$ cat config.mk
export PLATFORM = sky130hd
export DESIGN_NAME = instr_fetch
export DESIGN_NICKNAME = d
export VERILOG_FILES = /design/src/rtl/instr_fetch.sv
export SDC_FILE = /design/constraint.sdc
export NUM_CORES = 1
export LEC_CHECK = 0
export CELL_PAD_IN_SITES_DETAIL_PLACEMENT = 1
export CELL_PAD_IN_SITES_GLOBAL_PLACEMENT = 1
export CORE_AREA = 2 2 108 110
export CTS_CLUSTER_DIAMETER = 100
export DETAILED_ROUTE_END_ITERATION = 16
export DIE_AREA = 0 0 110 112
export GPL_ROUTABILITY_DRIVEN = 0
export GPL_TIMING_DRIVEN = 1
export PLACE_DENSITY_LB_ADDON = 0.1
export SYNTH_ARGS = -nofsm -noshare
export SYNTH_HDL_FRONTEND = slang
export SYNTH_SLANG_ARGS = --single-unit
$ cat constraint.sdc
create_clock -name clk -period 2.45 [get_ports clk]
set_input_delay 0.245 -clock clk [delete_from_list [all_inputs] [get_ports clk]]
set_output_delay 0.245 -clock clk [all_outputs]
set_load 0.05 [all_outputs]
$ cat src/rtl/instr_fetch.sv
// Instruction fetch: PC sequencing, single-cycle instruction-memory port and a
// 2-entry {pc, instr} buffer toward decode. Define IFETCH_PERF_CNT_EN to add stall_cnt.
module instr_fetch #(
    parameter int                ADDR_W   = 10,
    parameter logic [ADDR_W-1:0] RESET_PC = '0
) (
    input  logic              clk,
    input  logic              reset,
    input  logic              redirect_valid,
    input  logic [ADDR_W-1:0] redirect_pc,
    output logic              imem_req,
    output logic [ADDR_W-3:0] imem_addr,
    input  logic [31:0]       imem_rdata,
    output logic              out_valid,
    input  logic              out_ready,
    output logic [ADDR_W-1:0] out_pc,
    output logic [31:0]       out_instr
`ifdef IFETCH_PERF_CNT_EN
    ,
    output logic [31:0]       stall_cnt
`endif
);

    localparam logic [ADDR_W-1:0] WORD_MASK = ~ADDR_W'(3);
    localparam logic [ADDR_W-1:0] START_PC  = RESET_PC & WORD_MASK;
    localparam logic [ADDR_W-1:0] PC_STEP   = ADDR_W'(4);

    logic [ADDR_W-1:0] pc;
    logic [ADDR_W-1:0] inflight_pc;
    logic              inflight;
    logic [ADDR_W-1:0] target_pc;

    logic [ADDR_W-1:0] fifo_pc    [2];
    logic [31:0]       fifo_instr [2];
    logic              rd_ptr;
    logic              wr_ptr;
    logic [1:0]        count;

    logic              pop;
    logic              push;
    logic              issue;
    logic [2:0]        occupancy;
    logic [2:0]        occupancy_limit;

    assign target_pc       = redirect_pc & WORD_MASK;
    assign pop             = (count != 2'd0) && out_ready;
    assign push            = inflight;
    assign occupancy       = {1'b0, count} + {2'b00, inflight};
    assign occupancy_limit = 3'd2 + {2'b00, pop};

    // A request is only issued when its response is guaranteed a FIFO slot.
    // Gating with reset keeps the strobe low while reset is held.
    always_comb begin
        issue = 1'b0;
        if (reset && !redirect_valid && (occupancy < occupancy_limit)) begin
            issue = 1'b1;
        end
    end

    assign imem_req  = issue;
    assign imem_addr = pc[ADDR_W-1:2];
    assign out_valid = (count != 2'd0);
    assign out_pc    = fifo_pc[rd_ptr];
    assign out_instr = fifo_instr[rd_ptr];

    // Fetch PC and in-flight tracking; a redirect drops whatever is outstanding.
    always_ff @(posedge clk or negedge reset) begin
        if (!reset) begin
            pc          <= START_PC;
            inflight    <= 1'b0;
            inflight_pc <= '0;
        end else if (redirect_valid) begin
            pc       <= target_pc;
            inflight <= 1'b0;
        end else begin
            inflight <= issue;
            if (issue) begin
                pc          <= pc + PC_STEP;
                inflight_pc <= pc;
            end
        end
    end

    // Two-entry response buffer; the push slot never aliases the head while it is valid.
    always_ff @(posedge clk or negedge reset) begin
        if (!reset) begin
            rd_ptr <= 1'b0;
            wr_ptr <= 1'b0;
            count  <= 2'd0;
            for (int i = 0; i < 2; i++) begin
                fifo_pc[i]    <= '0;
                fifo_instr[i] <= '0;
            end
        end else if (redirect_valid) begin
            rd_ptr <= 1'b0;
            wr_ptr <= 1'b0;
            count  <= 2'd0;
        end else begin
            if (push) begin
                fifo_pc[wr_ptr]    <= inflight_pc;
                fifo_instr[wr_ptr] <= imem_rdata;
                wr_ptr             <= ~wr_ptr;
            end
            if (pop) begin
                rd_ptr <= ~rd_ptr;
            end
            case ({push, pop})
                2'b10:   count <= count + 2'd1;
                2'b01:   count <= count - 2'd1;
                default: count <= count;
            endcase
        end
    end

`ifdef IFETCH_PERF_CNT_EN
    // Decode back-pressure cycles, saturating instead of wrapping.
    always_ff @(posedge clk or negedge reset) begin
        if (!reset) begin
            stall_cnt <= '0;
        end else if (out_valid && !out_ready && (stall_cnt != 32'hFFFF_FFFF)) begin
            stall_cnt <= stall_cnt + 32'd1;
        end
    end
`endif

endmodule

==> out/results.ini <==
[floorplanning]
core_area_sq_um=11170
die_area_sq_um=12320
die_x_um=110
start_util=0.4028
fp-row-count=39
die_h_um=112
num_io_pins=98

[global_route]
grt_max_degree=52
overflow=0
grt_util_all_layers=0.1727
grt_pass1_wl_um=16290
first_global_vias=3281
grt_antenna_before_repair=0

[cts]
htreeDepth=3
cts_buffer_depth=2
cts.sinks=101
clk_latency_ns=0.34
cts_setup_buffers=0
clk_pin_slew_ns=0.06
cts-buffers-inserted=9
ctsRootBufferMaster=clkbuf_16
cts_tree=yes

[setup_path]
end_kind=primary output
rrSetupSlack_ns=0.37
cp.arrival_ns=2.13
required_ns=2.20
endpoint=out_instr[9]
critical_path_class=reg -> out
cp-start-kind=register
worst_r2r_endpoint=pc[7]
cp_max_fo=19
regToRegStartpoint=count[0]
critPathLaunch=rd_ptr
ff2ff_path_depth=6

[timing]
min_period_ns=2.377
tightest_slew_ns=0.6488
hold_slack_ns=0.07549
finalSetupTns_ns=0
slew_headroom=0.5675
period_share=0.9701
hold_violations=0
fin_skew_ns=0.002894
slew_viol_final=0
setup_viol=0
rsz0062_at_grt=no
fmax_mhz=420.8

[route]
ant_nets=0
num_vias=2919
drc=0
wl_per_cell_um=17.38
viasPerCell=5.185
drt_iter0_markers=86
wl_um=9786
drt_first_pass_iters=4

[synthesis]
ys_types=41
synth_cells=317
synth_edf_count=0
ys.flop_type=dfrtp_1
synth_seq_cells=101
synth_warnings=0
synth_area_sq_um=4501
syn_area_per_cell_sq_um=14.20
synth-seq-area-share=0.5616
async_reset_ff_frac=1.000

[cells_and_area]
diodes=0
final_layout_size_suffix_gt1_frac=0.3976
final_util=0.5351
fin_nets=464
final_cells=563
finalInstanceArea_sq_um=5979
syn_to_final_growth_pct=32.86

[power_and_ir_drop]
p_clk_frac=0.246
swShare=0.3393
pwr-share-seq=0.396
power.density_nw_per_um2=993.5
pwr-share-comb=0.358
p_int_uw=3925
vdd_drop_max_mv=0.3833
switchingPower_uw=2016
leakagePower_uw=0.002543

[place]
dp_cells=547
dpl-instance-area_sq_um=5659
portBuffers=93
dpl.hpwl_um=6697

[status]
status=complete, no violations

[run]
maxCapViolations=0

[worst_hold_path]
hold_class=in -> async

==> critical path, stage by stage, from the launching register on <==
cell and delay (ns):
dfrtp_2 0.49, buf_12 0.21, mux2_2 0.35, clkdlybuf4s50_1 0.73
==> cell families after synthesis <==
logic type | after synthesis | synth area share
buffers and inverters | 23 | 0.02363
multiplexers | 129 | 0.3225
other | 1 | 0.0008332
flip-flops | 101 | 0.5616
XOR/XNOR | 3 | 0.005839
adder cells (fa/ha/maj) | 3 | 0.008341
AND/OR/NAND/NOR | 39 | 0.04727
AO/OA/AOI/OAI | 18 | 0.03003
==> Yosys cell counts, drive strengths merged (2+ instances only) <==
| cell type | instances | area (sq um) |
|---|---|---|
| a221o | 2 | 20.02 |
| a31oi | 2 | 12.51 |
| buf | 12 | 65.06 |
| clkbuf | 7 | 26.28 |
| dfrtp | 101 | 2527 |
| ha | 3 | 37.54 |
| inv | 4 | 15.01 |
| mux2 | 128 | 1441 |
| nand2 | 9 | 36.29 |
| nand3 | 6 | 30.03 |
| nand4 | 3 | 18.77 |
| nor2 | 6 | 22.52 |
| nor2b | 3 | 18.77 |
| nor4 | 2 | 12.51 |
| o211ai | 2 | 15.01 |
| o21ai | 4 | 23.77 |
| o311ai | 2 | 17.52 |
| or2 | 2 | 12.51 |
| or4 | 3 | 22.52 |
| xnor2 | 2 | 17.52 |
==> sequential cells by signal, indices dropped and copies added (netlist names) <==
signal       cells
inflight         1
count            2
wr_ptr           1
fifo_pc         16
pc               8
rd_ptr           1
fifo_instr      64
inflight_pc      8
==> area by class of cell <==
type                    instances  area, sq um
multi-input cells             194         1888
clock inverters                 3        42.54
fillers                      1124         5195
clock buffers                  13        270.3
flip-flops and latches        101         2529
inverters                       4        15.01
repair buffers                105         1056
well taps                     143        178.9
==> how the worst min path moves through the flow <==
stage / to / slack, ns / depth (start not counted)
2_1_floorplan: count[0] / -0.05 / 0
6_report: fifo_pc[12] / 0.08 / 2
3_3_place_gp: fifo_pc[2] / 0.46 / 2
5_1_grt: fifo_pc[2] / 0.12 / 2
4_1_cts: fifo_pc[16] / 0.10 / 2
3_5_place_dp: fifo_pc[12] / 0.46 / 2
==> power groups by stage <==
stage | Combinational, uW | Sequential (uW) | Clock, uW
floorplan | 1480 | 2350 | 0
global placement | 2110 | 2350 | 0
detailed placement | 2140 | 2390 | 0
CTS | 2150 | 2360 | 1510
global route | 2250 | 2430 | 1590
finish | 2130 | 2350 | 1460
==> metal layers <==
metal,vias up,part of all wire,track usage,wire [um]
met1,1505,0.46,0.2325,4498
met3,9,0.041,0.03689,399
li1,1344,-,-,-
met2,61,0.49,0.2765,4748
met4,0,0.014,0.05570,139
met5,-,0,0,0
==> placed cells by master (no fill, tap or decap), types with 2 or more instances in the layout <==
cell type,synthesis,routed
xnor2_1,2,2
nor2b_1,3,3
o311ai_0,2,2
or2_2,2,2
clkdlybuf4s50_1,0,87
dfrtp_1,101,100
or4_1,3,3
o21ai_0,2,2
inv_1,4,4
clkbuf_16,0,9
nor4_1,2,2
o211ai_1,2,2
clkbuf_8,0,3
buf_12,0,4
mux2_2,125,125
a31oi_1,2,2
mux2_1,3,3
a221o_1,2,2
nand4_1,3,3
conb_1,1,2
nand2_1,8,8
nand3_1,6,5
ha_1,3,3
buf_4,2,14
nor2_1,6,5
==> per-stage QoR <==
step                      total power, uW  setup slack [ns]
after global routing                 6266           0.01058
final                                5940           0.07331
after detailed placement             4533            0.4039
after CTS                            6018           0.03501
after global placement               4457            0.4235
after floorplan                      3828            0.5493
==> repair_timing <==
action | CTS | global route
endpoints found under the hold margin | 0 | 0
hold buffers | 0 | 0
endpoints found under the setup margin | 0 | 1
resized for setup | 0 | 2
Note: power is estimated with default switching activity, not from simulation.
